### src/rtl/sd_cmd_responder.sv
// sd_cmd_responder: card-side end of the SD CMD line (1-bit bus mode, 48-bit frames).
// Receives host commands sampled on SDCLK rising edges and reports index and argument.
// Sends R1/R3/R6/R7-style 48-bit responses on SDCLK falling edges.
// SDCLK and CMD are oversampled by clk_i, which must run at least 8x faster than SDCLK.
// Optional feature macro: SD_CMD_CRC_CHECK_EN enables the receive-side CRC7 check.
// When that check fails, the command is reported with cmd_crc_err_o=1 and no response is sent.
`timescale 1ns/1ps

module sd_cmd_responder #(
  parameter int NCR     = 2,  // SDCLK rises between the command end bit and the response start bit (2..64)
  parameter int SYNC_FF = 2   // synchroniser depth on sdclk_i and cmd_i (2..3)
) (
  input  logic        clk_i,
  input  logic        rst_ni,
  input  logic        sdclk_i,
  input  logic        cmd_i,
  output logic        cmd_o,
  output logic        cmd_oe_o,
  output logic        cmd_valid_o,
  output logic [5:0]  cmd_index_o,
  output logic [31:0] cmd_arg_o,
  output logic        cmd_crc_err_o,
  output logic        resp_ready_o,
  input  logic        resp_valid_i,
  input  logic [5:0]  resp_index_i,
  input  logic [31:0] resp_arg_i,
  input  logic        resp_no_crc_i,
  output logic        busy_o
);

  typedef enum logic [2:0] {
    S_IDLE,
    S_RX,
    S_CHECK,
    S_WAIT_RESP,
    S_NCR,
    S_TX
  } state_e;

  localparam logic [6:0] NCR_LIM = 7'(NCR);

  // CRC7, polynomial x^7 + x^3 + 1, initial value 0, data MSB first.
  function automatic logic [6:0] crc7(input logic [39:0] d);
    logic [6:0] c;
    logic       fb;
    c = '0;
    for (int i = 39; i >= 0; i--) begin
      fb = d[i] ^ c[6];
      c  = {c[5:0], 1'b0};
      if (fb) c = c ^ 7'h09;
    end
    return c;
  endfunction

  // ---------------------------------------------------------------------------
  // Line synchronisers and edge strobes
  // ---------------------------------------------------------------------------
  logic [SYNC_FF-1:0] sdclk_sync_q;
  logic [SYNC_FF-1:0] cmd_sync_q;
  logic               sdclk_prev_q;
  logic               sdclk_s;
  logic               cmd_s;
  logic               sd_rise;
  logic               sd_fall;

  // Both chains have equal depth so the cmd sample lines up with its SDCLK edge.
  always_ff @(posedge clk_i or negedge rst_ni) begin
    // NOTE: sequential state uses non-blocking assignments only, so every flop
    // samples the pre-edge values and the register order inside the block is irrelevant.
    if (!rst_ni) begin
      sdclk_sync_q <= '0;
      cmd_sync_q   <= '1;
      sdclk_prev_q <= 1'b0;
    end else begin
      sdclk_sync_q <= {sdclk_sync_q[SYNC_FF-2:0], sdclk_i};
      cmd_sync_q   <= {cmd_sync_q[SYNC_FF-2:0], cmd_i};
      sdclk_prev_q <= sdclk_s;
    end
  end

  assign sdclk_s = sdclk_sync_q[SYNC_FF-1];
  assign cmd_s   = cmd_sync_q[SYNC_FF-1];
  assign sd_rise = sdclk_s & ~sdclk_prev_q;
  assign sd_fall = ~sdclk_s & sdclk_prev_q;

  // ---------------------------------------------------------------------------
  // Frame decode helpers
  // ---------------------------------------------------------------------------
  logic [47:0] rx_shift_q;
  logic        frame_ok;
  logic        rx_crc_bad;
  logic [39:0] resp_head;
  logic [6:0]  resp_crc;
  logic [47:0] resp_frame;
  state_e      state_q;

  // A frame is well formed when its transmission bit (46) and end bit (0) are both 1.
  assign frame_ok   = rx_shift_q[46] & rx_shift_q[0];
  assign resp_head  = {2'b00, resp_index_i, resp_arg_i};
  assign resp_crc   = resp_no_crc_i ? 7'h7F : crc7(resp_head);
  assign resp_frame = {resp_head, resp_crc, 1'b1};

`ifdef SD_CMD_CRC_CHECK_EN
  logic crc_err_q;

  assign rx_crc_bad = (crc7(rx_shift_q[47:8]) != rx_shift_q[7:1]);

  // The CRC flag is updated together with the index/argument of a well-formed frame.
  always_ff @(posedge clk_i or negedge rst_ni) begin
    if (!rst_ni) begin
      crc_err_q <= 1'b0;
    end else if (state_q == S_CHECK && frame_ok) begin
      crc_err_q <= rx_crc_bad;
    end
  end

  assign cmd_crc_err_o = crc_err_q;
`else
  logic unused_rx_bits;

  assign rx_crc_bad     = 1'b0;
  assign cmd_crc_err_o  = 1'b0;
  assign unused_rx_bits = ^{rx_shift_q[47], rx_shift_q[7:1]};
`endif

  // ---------------------------------------------------------------------------
  // Protocol FSM with registered outputs
  // ---------------------------------------------------------------------------
  logic [5:0]  bit_cnt_q;
  logic [6:0]  ncr_cnt_q;
  logic [47:0] tx_shift_q;
  logic [5:0]  tx_cnt_q;
  logic        cmd_q;
  logic        cmd_oe_q;
  logic        valid_q;
  logic [5:0]  index_q;
  logic [31:0] arg_q;
  logic        ready_q;
  logic        busy_q;

  // Receive, check, wait for the response request, count NCR, then transmit.
  always_ff @(posedge clk_i or negedge rst_ni) begin
    if (!rst_ni) begin
      // NOTE: the shift registers are reset along with the control state so a
      // reset mid-frame can never leave stale frame bits behind.
      state_q    <= S_IDLE;
      bit_cnt_q  <= '0;
      rx_shift_q <= '0;
      ncr_cnt_q  <= '0;
      tx_shift_q <= '0;
      tx_cnt_q   <= '0;
      cmd_q      <= 1'b1;
      cmd_oe_q   <= 1'b0;
      valid_q    <= 1'b0;
      index_q    <= '0;
      arg_q      <= '0;
      ready_q    <= 1'b0;
      busy_q     <= 1'b0;
    end else begin
      valid_q <= 1'b0;
      unique case (state_q)
        S_IDLE: begin
          if (sd_rise && !cmd_s) begin
            rx_shift_q <= {rx_shift_q[46:0], cmd_s};
            bit_cnt_q  <= 6'd1;
            state_q    <= S_RX;
            busy_q     <= 1'b1;
          end
        end

        S_RX: begin
          if (sd_rise) begin
            rx_shift_q <= {rx_shift_q[46:0], cmd_s};
            if (bit_cnt_q != 6'd48) bit_cnt_q <= bit_cnt_q + 6'd1;
            if (bit_cnt_q == 6'd47) state_q <= S_CHECK;
          end
        end

        S_CHECK: begin
          if (frame_ok) begin
            index_q <= rx_shift_q[45:40];
            arg_q   <= rx_shift_q[39:8];
            valid_q <= 1'b1;
            if (rx_crc_bad) begin
              state_q <= S_IDLE;
              busy_q  <= 1'b0;
            end else begin
              state_q <= S_WAIT_RESP;
              ready_q <= 1'b1;
            end
          end else begin
            state_q <= S_IDLE;
            busy_q  <= 1'b0;
          end
        end

        S_WAIT_RESP: begin
          // A new start bit means the host abandoned this command.
          if (sd_rise && !cmd_s) begin
            ready_q    <= 1'b0;
            rx_shift_q <= {rx_shift_q[46:0], cmd_s};
            bit_cnt_q  <= 6'd1;
            state_q    <= S_RX;
          end else if (resp_valid_i) begin
            ready_q    <= 1'b0;
            tx_shift_q <= resp_frame;
            ncr_cnt_q  <= '0;
            state_q    <= S_NCR;
          end
        end

        S_NCR: begin
          if (sd_rise && ncr_cnt_q < NCR_LIM) begin
            ncr_cnt_q <= ncr_cnt_q + 7'd1;
          end else if (sd_fall && ncr_cnt_q >= NCR_LIM) begin
            cmd_oe_q   <= 1'b1;
            cmd_q      <= tx_shift_q[47];
            tx_shift_q <= {tx_shift_q[46:0], 1'b0};
            tx_cnt_q   <= 6'd47;
            state_q    <= S_TX;
          end
        end

        S_TX: begin
          if (sd_fall) begin
            if (tx_cnt_q == 6'd0) begin
              cmd_oe_q <= 1'b0;
              cmd_q    <= 1'b1;
              state_q  <= S_IDLE;
              busy_q   <= 1'b0;
            end else begin
              cmd_q      <= tx_shift_q[47];
              tx_shift_q <= {tx_shift_q[46:0], 1'b0};
              tx_cnt_q   <= tx_cnt_q - 6'd1;
            end
          end
        end

        default: begin
          state_q  <= S_IDLE;
          cmd_oe_q <= 1'b0;
          cmd_q    <= 1'b1;
          ready_q  <= 1'b0;
          busy_q   <= 1'b0;
        end
      endcase
    end
  end

  assign cmd_o        = cmd_q;
  assign cmd_oe_o     = cmd_oe_q;
  assign cmd_valid_o  = valid_q;
  assign cmd_index_o  = index_q;
  assign cmd_arg_o    = arg_q;
  assign resp_ready_o = ready_q;
  assign busy_o       = busy_q;

endmodule

### config.mk
export PLATFORM = sky130hd
export DESIGN_NAME = sd_cmd_responder
export DESIGN_NICKNAME = d
export VERILOG_FILES = /design/src/rtl/sd_cmd_responder.sv
export SDC_FILE = /design/constraint.sdc
export NUM_CORES = 1
export LEC_CHECK = 0
export CAP_MARGIN = 0
export CORE_MARGIN = 5
export CORE_UTILIZATION = 51
export DETAILED_ROUTE_END_ITERATION = 16
export GPL_ROUTABILITY_DRIVEN = 0
export PLACE_DENSITY = 0.76
export SYNTH_ARGS = -nofsm -noshare
export SYNTH_HDL_FRONTEND = slang
export SYNTH_SLANG_ARGS = --single-unit
export TNS_END_PERCENT = 1
### constraint.sdc
create_clock -name clk_i -period 2.1 [get_ports clk_i]
set_input_delay 0.21 -clock clk_i [delete_from_list [all_inputs] [get_ports clk_i]]
set_output_delay 0.21 -clock clk_i [all_outputs]
set_load 0.05 [all_outputs]
=== Word-level counts from Yosys, hierarchy flattened ===
Index checks and enable logic that the tools add are counted.

* Logic and storage cells: 243
* Bits in registers: 165
* Input bits: 44
* Output and inout port bits: 44

* Bitwise logic cells: 82
* Equality and inequality tests: 23
* Order comparisons: 2
* Reductions and logical operators: 25
* Add/sub/neg operators: 3
* Mux-type cells: 92

{| class="wikitable"
|+ Operators with widths
! cell !! count
|-
| $mux W48 || 6
|-
| $mux W4 || 38
|-
| $pmux W48 S3 || 1
|-
| $mux W47 || 2
|-
| $pmux W47 S2 || 1
|-
| $not A2 Y2 || 37
|-
| $mux W6 || 7
|-
| $xor A1 B1 Y1 || 34
|-
| $mux W7 || 4
|-
| $ne A2 B2 Y1 const B || 14
|-
| $mux W3 || 9
|-
| $pmux W6 S2 || 2
|-
| $pmux W3 S6 || 1
|-
| $mux W1 || 15
|-
| $reduce_and A5 Y1 || 3
|-
| $pmux W7 S2 || 1
|-
| $reduce_and A4 Y1 || 3
|-
| $pmux W1 S3 || 3
|-
| $reduce_and A8 Y1 || 1
|-
| $reduce_or A4 Y1 || 2
|-
| $add A7 B1 Y7 const B || 1
|-
| $ge A7 B2 Y1 const B || 1
|-
| $lt A7 B2 Y1 const B || 1
|-
| $reduce_and A7 Y1 || 1
|-
| other kinds (24) || 39
|}

=== Depth between registers and ports, before layout ===
Gate-level depths: netlist of run 1.

* Word-level depth: 79
* Depth in mapped cells: 10
* Depth with buffers taken out: 9

=== Least setup slack after synthesis of run 1 ===
Ideal clock, no wire load.

* Path kind: in2reg
* From: input resp_index_i[0]
* To: register tx_shift_q[5]
* Buffers on the path: 0
* Slack: -118 ps
* Cell stages on the path: 7
* Data arrival time: 2086 ps
* Data required time: 1968 ps
* Setup time: 132 ps
* Cells stage by stage: xnor3_1 -> xor2_2 -> xnor3_2 -> xnor3_2 -> xor3_1 -> o22ai_1 -> o21ai_1

* Cells in the longest elaborated chain, start to end: 34
* Elaborated cells between the ends (all ways): 64
* Classes of those cells: mux: 36; bitwise: 28

{| class="wikitable"
|+ Ends and longest elaborated chain
! what !! RTL line !! source
|-
| start, declared || 25 || <nowiki>input logic [5:0] resp_index_i,</nowiki>
|-
| $xor A1 B1 Y1 * || 48 || <nowiki>fb = d[i] ^ c[6];</nowiki>
|-
| $mux W4 * || 50 || <nowiki>if (fb) c = c ^ 7'h09;</nowiki>
|-
| $mux W4 (2 in a row) || 50 ||
|-
| $not A2 Y2 (no line) || n/a ||
|-
| $mux W4 || 50 ||
|-
| $xor A1 B1 Y1 || 48 ||
|-
| $mux W4 (3 in a row) || 50 ||
|-
| $not A2 Y2 (no line) || n/a ||
|-
| [... 13 more ...] || n/a ||
|-
| $xor A1 B1 Y1 || 48 ||
|-
| $mux W4 (3 in a row) || 50 ||
|-
| $not A2 Y2 (no line) || n/a ||
|-
| $mux W4 * || 50 ||
|-
| $mux W7 * || 100 || <nowiki>assign resp_crc = resp_no_crc_i ? 7'h7F : crc7(resp_head);</nowiki>
|-
| $mux W48 * || 204 || <nowiki>end else if (resp_valid_i) begin</nowiki>
|-
| $mux W48 * || 199 || <nowiki>if (sd_rise && !cmd_s) begin</nowiki>
|-
| $pmux W48 S3 * || 161 || <nowiki>unique case (state_q)</nowiki>
|-
| end signal, assigned || 206 || <nowiki>tx_shift_q <= resp_frame;</nowiki>
|-
| end signal, assigned || 218 || <nowiki>tx_shift_q <= {tx_shift_q[46:0], 1'b0};</nowiki>
|-
| end signal, assigned || 233 || <nowiki>tx_shift_q <= {tx_shift_q[46:0], 1'b0};</nowiki>
|-
| end, declared || 131 || <nowiki>logic [47:0] tx_shift_q;</nowiki>
|}

Every way passes the cells marked *; elsewhere a longest branch is shown, timed or not. The select of a mux whose other input is x is not followed.
A chain may end at the register's enable or synchronous reset.

=== Worst setup path after layout of run 1 ===
* From: input resp_arg_i[25]
* To: register tx_shift_q[6]

* Cells in the longest elaborated chain, start to end: 20
* Elaborated cells between the ends (all ways): 45
* Classes of those cells: mux: 28; bitwise: 17

{| class="wikitable"
|+ Ends and longest elaborated chain
! what !! RTL line !! source
|-
| start, declared || 26 || <nowiki>input logic [31:0] resp_arg_i,</nowiki>
|-
| $xor A1 B1 Y1 * || 48 ||
|-
| $mux W4 * || 50 ||
|-
| $xor A1 B1 Y1 / $mux W4 (equally long branches) || 48, 50 ||
|-
| $mux W4 || 50 ||
|-
| $xor A1 B1 Y1, or another cell as far along || 48 ||
|-
| $mux W4 || 50 ||
|-
| $xor A1 B1 Y1, or another cell as far along || 48 ||
|-
| $mux W4 || 50 ||
|-
| [... 4 more ...] || n/a ||
|-
| $mux W4, or another cell as far along || 50 ||
|-
| $mux W4 || 50 ||
|-
| $not A2 Y2 (no line) / $xor A1 B1 Y1 (equally long branches) || n/a ||
|-
| $mux W4 * || 50 ||
|-
| $mux W7 * || 100 ||
|-
| $mux W48 * || 204 ||
|-
| $mux W48 * || 199 ||
|-
| $pmux W48 S3 * || 161 ||
|}

Marks and branches as above.

==> metrics, run 1 <==
status finished, violations left; violated checks negative setup slack; Hold Crit Depth 3; largest net degree at the start of global routing between 60 and 70; YS warnings 0; critical path depth 10; Slew Limit Fails 0; Post-Syn Nets between 700 and 800; crit share post-route 102%; row count 45; initial core utilization 51.3%; Final Cell Area between 10000 and 15000 um^2; Core Area between 15000 and 20000 um^2; register area share after synthesis 53.6%; PwrDens 1250 nW/um^2; FF+latch count, synth between 150 and 200; minimum clock period after layout between 2 and 2.5 ns; placed inst area 9180 um^2; met2 GRT Util a little over a third; Critical path origin resp_arg_i[25]; DR vias/cell between 5 and 6; Syn Area/Cell a little over 10 um^2; crit path capture tx_shift_q[6]$_DFFE_PN0P_; clk slew on worst S/H paths about 0.060 ns; R2R Setup Slk approximately 0.11 ns; vias in the first global route 6174; CTS tree built; R2R Path Start state_q[0]$_DFFE_PN0P_; VDD IR max 0.000840 V; Critical Path AT roughly 2.4 ns; library cells used by synthesis 49; Seq pwr share between 30% and 40%; CP Cell Sequence buf_6, xnor3_2, xor2_4, buf_6, xnor3_2, buf_6, xnor3_2, xnor2_2, o21ai_1, nand2_1; dpl cells ~1000; worst rel slew slack approximately three fifths; Min-Delay Path Class in -> reg; worst r2r dst bit_cnt_q[5]$_DFFE_PN0P_; wire per inst approximately 17 um; DR pass1 iterations 5; Tightest Pin Transition a little over 0.6 ns; Internal Power 8110 uW; Top FF cell, synth dfrtp_1; Fin. Hold Viols 0; Layout Cells excl Fill approximately 1100; Clock Path Buffers 2; FFs w/ async S/R, synth 100%; met1 Use GR between 20% and 30%; post-route antenna net violation count 0; Layout area overhead 31.0%; Die ar. about 18000 um^2; switching share of power between 30% and 40%; endpoints failing setup 2; worst-path fanout max 2; max-cap violations 0; clock power share a little under a quarter; Routed WL roughly 19 mm; crit path kind in -> reg; initial antenna violation count 0; buffers and inverters on the worst path 3; Gate Count Post-Synth ~750; diode count 0; combinational power share roughly 43%; Fmax achieved approximately 470 MHz; crit end category flip-flop; r2r worst-path depth 8; worst slack, placed -0.710 ns; Critical Path Max Stage Delay roughly 0.45 ns; grt total ovfl 0; sw power ~4500 uW; All-Layer GR Usage a little over a fifth; CP Data Required Time between 2 and 2.5 ns; Remaining DRCs 0; # nets final roughly 940; Final HPWL DP roughly 12 mm; global-route wire length before repair approximately 31 mm; Clock Sinks around 170; Mapped Area about 7700 um^2; Pleak approximately 0.005 uW; CTS root buffer clkbuf_16; DRT iter0 DRCs 413; share of layout cells above drive strength 1 between 20% and 30%; GRT Max-Usage Layer met2; die height approximately 130 um; Die W about 130 um; RSZ-0062 raised after global routing yes; CTS H-tree depth 4; Max stage delay cell, worst path xnor3_2; Worst Skew about 0.004 ns; Post-synth EDFFs 0; Boundary Pins 88; CP delay by family, top XOR/XNOR gates; number of CTS-inserted buffers 17; met3 GRT Util between 6 and 7%; Buffers on Ports 86; final core utilization 67.2%; Startpoint Class input pin; vias between 5000 and 6000; post-layout worst setup margin -0.0380 ns; Clock Latency Late Sink between 0.4 and 0.5 ns
[layout by cell type, fill, tap and decap left out, types with 6 or more instances in the layout]
cell	netlist	routed
a21oi_1	15	14
a31oi_1	41	40
buf_12	0	7
buf_4	1	61
buf_6	0	11
clkbuf_16	0	17
clkdlybuf4s50_1	0	61
dfrtp_1	162	162
dlygate4sd2_1	0	11
ha_1	6	6
inv_1	15	14
mux2_2	47	47
nand2_1	220	220
nand3_1	6	6
nor2_1	55	55
o21ai_0	15	13
o21ai_1	5	7
xnor2_1	22	11
xnor2_2	4	10
xnor3_1	15	11
xnor3_2	4	8
xor2_1	10	7
[sequential cells by signal, summed over array words and instances (netlist names)]
register,cells
bit_cnt_q,6
busy_o,1
cmd_arg_o,32
cmd_index_o,6
cmd_o,1
cmd_oe_o,1
cmd_sync_q,2
cmd_valid_o,1
ncr_cnt_q,7
resp_ready_o,1
rx_shift_q,47
sdclk_prev_q,1
sdclk_sync_q,2
state_q,3
tx_cnt_q,6
tx_shift_q,48
[metrics by stage]
stage	setup TNS, ns	hold slack [ns]	total power (uW)
after global placement	-3.82	0.252	8850
after floorplan	-0.158	-0.0856	7650
final	-0.0509	0.0455	12600
after detailed placement	-4.45	0.249	9090
after CTS	-0.00968	0.0310	12500
after global routing	-0.315	0.0426	13300
[worst register-to-register path, cell delays in order (launching register included)]
cell     delay [ns]
dfrtp_1        0.36
inv_1          0.12
maj3_1         0.40
or3_1          0.37
a31oi_2        0.20
buf_4          0.17
o21ai_0        0.10
nand2_1        0.10
o31ai_1        0.07
[cells by family after synthesis]
family          synth area share [%]
other cells                   0.0486
flops                           53.6
compound gates                  7.56
mux                             6.86
fa+ha+maj                       1.10
simple gates                    16.5
xor+xnor                        11.5
buf+inv                         2.76
[synth_stat cells, drive strengths merged (5+ instances only)]
cell,n,area (um^2)
nand2,220,826
dfrtp,162,4050
nor2,55,206
mux2,47,529
a31oi,41,257
clkbuf,29,109
xnor2,26,258
o21ai,20,100
xnor3,19,433
a21oi,15,75.1
inv,15,56.3
xor2,11,104
buf,10,47.5
ha,6,75.1
nand3,6,30.0
nor3,6,30.0
nand2b,5,31.3
o22ai,5,31.3
[layout make-up]
class                      count  area (um^2)
inverter                      15         56.3
multi-input combinational    526         3600
tap                          188          235
clock buffer                  19          453
timing repair buffer         163         1530
sequential                   165         4130
fill                        1080         4930
clock inverter                11         91.3
[per-layer routing]
metal	up-vias	wire length (um)
met3	27	949
li1	2760	-
met2	174	9480
met4	0	297
met5	-	0
met1	2921	7770
[how the worst min path moves through the flow]
stage                   startpoint                    endpoint
detailed placement          rst_ni  tx_shift_q[47]$_DFFE_PN0P_
global placement            rst_ni   sdclk_sync_q[1]$_DFF_PN0_
finish              resp_arg_i[25]  tx_shift_q[33]$_DFFE_PN0P_
floorplan                   rst_ni    bit_cnt_q[0]$_DFFE_PN0P_
global route        resp_arg_i[25]  tx_shift_q[33]$_DFFE_PN0P_
CTS                 resp_arg_i[25]  tx_shift_q[33]$_DFFE_PN0P_
[power groups by stage]
| stage | Clock, uW | Combinational [uW] | Sequential [uW] |
|---|---|---|---|
| floorplan | 0 | 3340 | 4310 |
| global placement | 0 | 4560 | 4290 |
| detailed placement | 0 | 4760 | 4330 |
| CTS | 2940 | 5240 | 4280 |
| global route | 3080 | 5890 | 4370 |
| finish | 2890 | 5410 | 4300 |
[timing repair]
action                     4_1_cts  5_1_grt
hold buffers                     1        0
pin swaps                       40        8
gates cloned                     0        0
gates resized for setup         81       18
setup endpoints to repair        7       58
buffers inserted                21        1
hold endpoints to repair        58        0
(Power assumes the default switching activity.)
==> run 2, diff against run 1 <==
--- a/config.mk
+++ b/config.mk
@@ -5,7 +5,8 @@
 export SDC_FILE = /design/constraint.sdc
 export NUM_CORES = 1
 export LEC_CHECK = 0
-export CAP_MARGIN = 0
+export CAP_MARGIN = 25
+export CORE_ASPECT_RATIO = 0.7
 export CORE_MARGIN = 5
 export CORE_UTILIZATION = 51
 export DETAILED_ROUTE_END_ITERATION = 16
==> run 2 against run 1 <==
The flow still finishes with violations (negative setup slack). Die area is 0.23% higher. Sequential share of layout area is 0.46 points lower. Clock power is 4% higher. Critical path depth is 1 higher. Largest power group unchanged.
==> metrics, run 2 (same netlist as run 1, synthesis figures left out) <==
Clock Sinks 165; minimum clock period after layout 2.20 ns; post-route antenna net violation count 0; initial antenna violation count 0; Pleak about 0.005 uW; diode count 0; Slew Limit Fails 0; Fin. Hold Viols 0; vias in the first global route roughly 6300; most frequent cells in the layout 220 x nand2_1, 162 x dfrtp_1, 71 x buf_4; post-layout worst setup margin -0.0996 ns; placed inst area between 9000 and 10000 um^2; Clock Path Buffers 2; violated checks negative setup slack; hold_sp resp_arg_i[28]; Min-Delay Path Class in -> reg; Core Area 14800 um^2; row count 37; crit path kind in -> reg; Die W 157 um; number of CTS-inserted buffers 17; status finished, violations left; Final Cell Area between 10000 and 15000 um^2; DR vias/cell 5.43; Startpoint Class input pin; vias 6006; Boundary Pins 88; worst-path fanout max 2; grt total ovfl 0; register with the most flip-flops tx_shift_q; dpl cells ~1100; clk slew on worst S/H paths ~0.070 ns; crit end category flip-flop; max-cap violations 0; wire per inst 17.4 um; Remaining DRCs 0; initial core utilization 52.2%; R2R Path Start ncr_cnt_q[1]$_DFFE_PN0P_; r2r worst-path depth 8; global-route wire length before repair 31.8 mm; largest net degree at the start of global routing between 50 and 60; CTS H-tree depth 4; die height ~110 um; worst r2r dst tx_shift_q[44]$_DFFE_PN0P_; share of layout cells above drive strength 1 about a quarter; Hold Crit Depth 3; endpoints failing setup 23; CTS tree built; Routed WL 19.2 mm; # nets final 949; Clock Latency Late Sink approximately 0.43 ns; Critical Path AT approximately 2.5 ns; RSZ-0062 raised after global routing yes; PwrDens around 1300 nW/um^2; R2R Setup Slk -0.06 ns; Buffers on Ports 86; Final HPWL DP between 10 and 15 mm; Layout Cells excl Fill 1107; Layout area overhead 32.5%; CP Data Required Time about 2.4 ns; fill count approximately 1000; CTS root buffer clkbuf_16; DR pass1 iterations 5; crit share post-route 105%; VDD IR max between 0.0009 and 0.001 V; Fmax achieved 455 MHz; max FFs per register 48; Die ar. ~18000 um^2; Tightest Pin Transition 0.673 ns; DRT iter0 DRCs approximately 640; Worst Skew between 0.01 and 0.015 ns; Hold Path Sink tx_shift_q[36]$_DFFE_PN0P_; All-Layer GR Usage between 20% and 30%; most common cell after layout, fill and taps aside nand2_1; worst rel slew slack 54.8%
-- run 2: power breakdown --
group | switching (uW) | internal (uW)
logic | 2930 | 2660
clock network | 1410 | 1600
registers | 462 | 3860
total | 4800 | 8130
-- run 2: critical path, stage by stage --
cell and delay (ns):
buf_6 0.08, xnor3_2 0.45, buf_6 0.14, buf_4 0.12, xnor3_1 0.24, buf_4 0.13, xor3_1 0.25, xnor3_1 0.22
xor3_1 0.41, o22ai_1 0.16, o21ai_1 0.08
-- run 2: area by class of cell --
cell class	instances	area, um^2	share of cell area, %
Timing Repair Buffer	174	1610	15.8
Sequential cell	165	4130	40.5
Inverter	15	56.3	0.551
Multi-Input combinational cell	526	3600	35.2
Tap cell	195	244	2.39
Clock buffer	18	439	4.30
Clock inverter	14	129	1.26
-- run 2: worst max-delay path by stage --
stage	startpoint	end	slack [ns]	depth (start not counted)
CTS	resp_arg_i[14]	tx_shift_q[7]$_DFFE_PN0P_	-0.04	9
global route	resp_arg_i[26]	tx_shift_q[7]$_DFFE_PN0P_	-0.13	11
floorplan	resp_index_i[4]	tx_shift_q[5]$_DFFE_PN0P_	-0.08	7
detailed placement	resp_index_i[0]	tx_shift_q[7]$_DFFE_PN0P_	-0.73	8
global placement	resp_index_i[0]	tx_shift_q[7]$_DFFE_PN0P_	-0.65	8
finish	resp_index_i[4]	tx_shift_q[4]$_DFFE_PN0P_	-0.1	11
-- run 2: per-stage QoR --
step	TNS (ns)	util [%]	power, uW	setup WS (ns)	hold WS [ns]
global route	-3.84	69.2	13700	-0.134	0.0565
global placement	-4.00	62.6	8920	-0.651	0.197
floorplan	-0.158	-	7650	-0.0802	-0.0856
finish	-0.656	69.2	12900	-0.0996	0.0670
detailed placement	-4.72	62.6	9200	-0.726	0.211
CTS	-0.0873	68.4	12600	-0.0378	0.0489
-- run 2: repair_timing --
action | CTS | global route
gates resized for setup | 82 | 23
setup endpoints to repair | 9 | 55
hold endpoints to repair | 51 | 0
hold buffers | 1 | 0
pin swaps | 33 | 22
setup buffers | 20 | 5
gates cloned | 0 | 0
-- run 2: layer usage --
metal / global-route usage [%] / wire length, um / vias up
met4: 7.11 / 448 / 0
met5: 0 / 0 / -
met1: 30.2 / 8310 / 2979
li1: - / - / 2792
met2: 35.9 / 9480 / 197
met3: 4.70 / 1010 / 38
==> run 3, diff against run 2 <==
--- a/config.mk
+++ b/config.mk
@@ -12,6 +12,7 @@
 export DETAILED_ROUTE_END_ITERATION = 16
 export GPL_ROUTABILITY_DRIVEN = 0
 export PLACE_DENSITY = 0.76
+export SKIP_CTS_REPAIR_TIMING = 1
 export SYNTH_ARGS = -nofsm -noshare
 export SYNTH_HDL_FRONTEND = slang
 export SYNTH_SLANG_ARGS = --single-unit
==> run 3 against run 2 <==
The flow still finishes with violations (negative setup slack). Via count shrank 2.3%. Routed wire length down 4.8%. Critical endpoint unchanged. Hold slack got worse by 0.021 ns. First-iteration DRC count is 9.2% lower. Final cell count down 0.90%. Sequential cell count unchanged. Sequential share of layout area increased by 0.054 points. Clock skew shrank 0.0033 ns.
==> metrics, run 3 (same netlist as run 1, synthesis figures left out) <==
Core Area 14800 um^2; Layout area overhead 32.3%; DRT iter0 DRCs slightly below 600; CP delay by family, top XOR/XNOR gates; buffers and inverters on the worst path 3; Buffers on Ports 86; clk slew on worst S/H paths 0.07 ns; Startpoint Class input pin; Seq pwr share between 30% and 40%; Clock Latency Late Sink around 0.42 ns; share of layout cells above drive strength 1 between 20 and 25%; crit path kind in -> reg; vias in the first global route roughly 6000; Met2 Wirelength 9.10 mm; placed inst area a little over 9000 um^2; crit end category flip-flop; Critical Path AT about 2.5 ns; combinational power share between 40% and 50%; largest net degree at the start of global routing 58; PwrDens ~1200 nW/um^2; Boundary Pins approximately 90; most common cell after layout, fill and taps aside nand2_1; worst slack, placed -0.726 ns; diode count 0; global-route wire length before repair 30.0 mm; M1 wire length just over 8 mm; initial core utilization between 50 and 60%; die height 113 um; Clock Sinks 165; Min-Delay Path Class in -> reg; vias slightly below 6000; CP Cell Sequence buf_6, xnor3_2, buf_6, buf_6, xnor2_4, xor3_1, xnor3_1, xor3_1, o22ai_1, o21ai_1; crit share post-route 103%; Fin. Hold Viols 0; max-cap violations 0; Fmax achieved between 400 and 500 MHz; final core utilization 69.1%; RSZ-0062 raised after global routing yes; # nets final 939; worst-path fanout max 2; status finished, violations left; Worst Skew 0.0101 ns; Clock Path Buffers 2; most frequent cells in the layout 219 x nand2_1, 162 x dfrtp_1, 65 x buf_4; switching share of power a little over a third; Met3 Wirelength between 800 and 900 um; minimum clock period after layout 2.17 ns; initial antenna violation count 0; Die W around 160 um; max FFs per register 48; DR pass1 iterations 5; All-Layer GR Usage slightly above 20%; VDD IR max between 0.0009 and 0.001 V; Max stage delay cell, worst path xor3_1; worst rel slew slack a little over half; Remaining DRCs 0; CTS tree built; number of CTS-inserted buffers 17; violated checks negative setup slack; Slew Limit Fails 0; Die ar. 17700 um^2; Pleak 0.00508 uW; Critical Path Max Stage Delay approximately 0.46 ns; grt total ovfl 0; Final Cell Area about 10000 um^2; row count 37; CTS root buffer clkbuf_16; DR vias/cell approximately 5.3; most used cell, CP buf_6; clock power share around a quarter; CTS H-tree depth 4; top layer in use met4; endpoints failing setup 4; Routed WL 18.3 mm; sw power between 4000 and 5000 uW; post-layout worst setup margin -0.0666 ns; register with the most flip-flops tx_shift_q; wire per inst roughly 17 um; post-route antenna net violation count 0; Internal Power ~8000 uW; Tightest Pin Transition 0.677 ns; Final HPWL DP roughly 12 mm; CP Data Required Time 2.41 ns
[run 3: cell count changes in the layout (fill, tap and decap cells not counted), moves of 3 or more]
cell,before,now
buf_2,4,0
buf_4,71,65
buf_6,16,11
clkdlybuf4s50_1,65,62
dlygate4sd2_1,5,0
dlymetal6s2s_1,1,16
[run 3: through the flow]
| step | setup TNS, ns | cells | hold slack (ns) | total power, uW |
|---|---|---|---|---|
| after global placement | -4.00 | 1051 | 0.197 | 8920 |
| after global routing | -0.353 | 1097 | 0.0271 | 13500 |
| final | -0.123 | 1097 | 0.0455 | 12700 |
| after detailed placement | -4.72 | 1051 | 0.211 | 9200 |
| after CTS | -1.71 | 1083 | -0.251 | 12300 |
| after floorplan | -0.158 | 745 | -0.0856 | 7650 |
[run 3: final timing paths]
path / start / endpoint / slack (ns) / cells past startpoint
min reg2reg: sdclk_sync_q[0]$_DFF_PN0_ / sdclk_sync_q[1]$_DFF_PN0_ / 0.35 / 0
max in group asynchronous: rst_ni / cmd_index_o[2]$_DFFE_PN0P_ / 1.05 / 3
max: resp_arg_i[28] / tx_shift_q[4]$_DFFE_PN0P_ / -0.07 / 10
max reg2reg: tx_cnt_q[2]$_DFFE_PN0P_ / tx_shift_q[44]$_DFFE_PN0P_ / 0.08 / 8
min in group asynchronous: rst_ni / cmd_arg_o[10]$_DFFE_PN0P_ / 0.32 / 2
min: resp_arg_i[28] / tx_shift_q[36]$_DFFE_PN0P_ / 0.05 / 3
[run 3: routing by layer]
layer  track usage (%)  vias up
met4              5.32        0
met5                 0        -
met2              33.5      150
met1              29.2     2902
li1                  -     2783
met3              4.09       30
[run 3: final cells by class]
type,instances,area [um^2]
inverter,15,56.3
multi-input combinational,526,3600
fill,995,4570
clock buffer,18,439
sequential,165,4130
tap,195,244
timing repair buffer,164,1600
clock inverter,14,129
[run 3: power by group through the flow]
stage	sequential, uW	combinational [uW]	clock, uW
final	4310	5340	3000
after global routing	4380	5860	3220
after CTS	4280	4920	3060
after detailed placement	4320	4880	0
after global placement	4280	4640	0
after floorplan	4310	3340	0
[run 3: worst min-delay path, stage by stage]
cell,delay [ns]
buf_6,0.09
nand2_1,0.05
a31oi_1,0.07
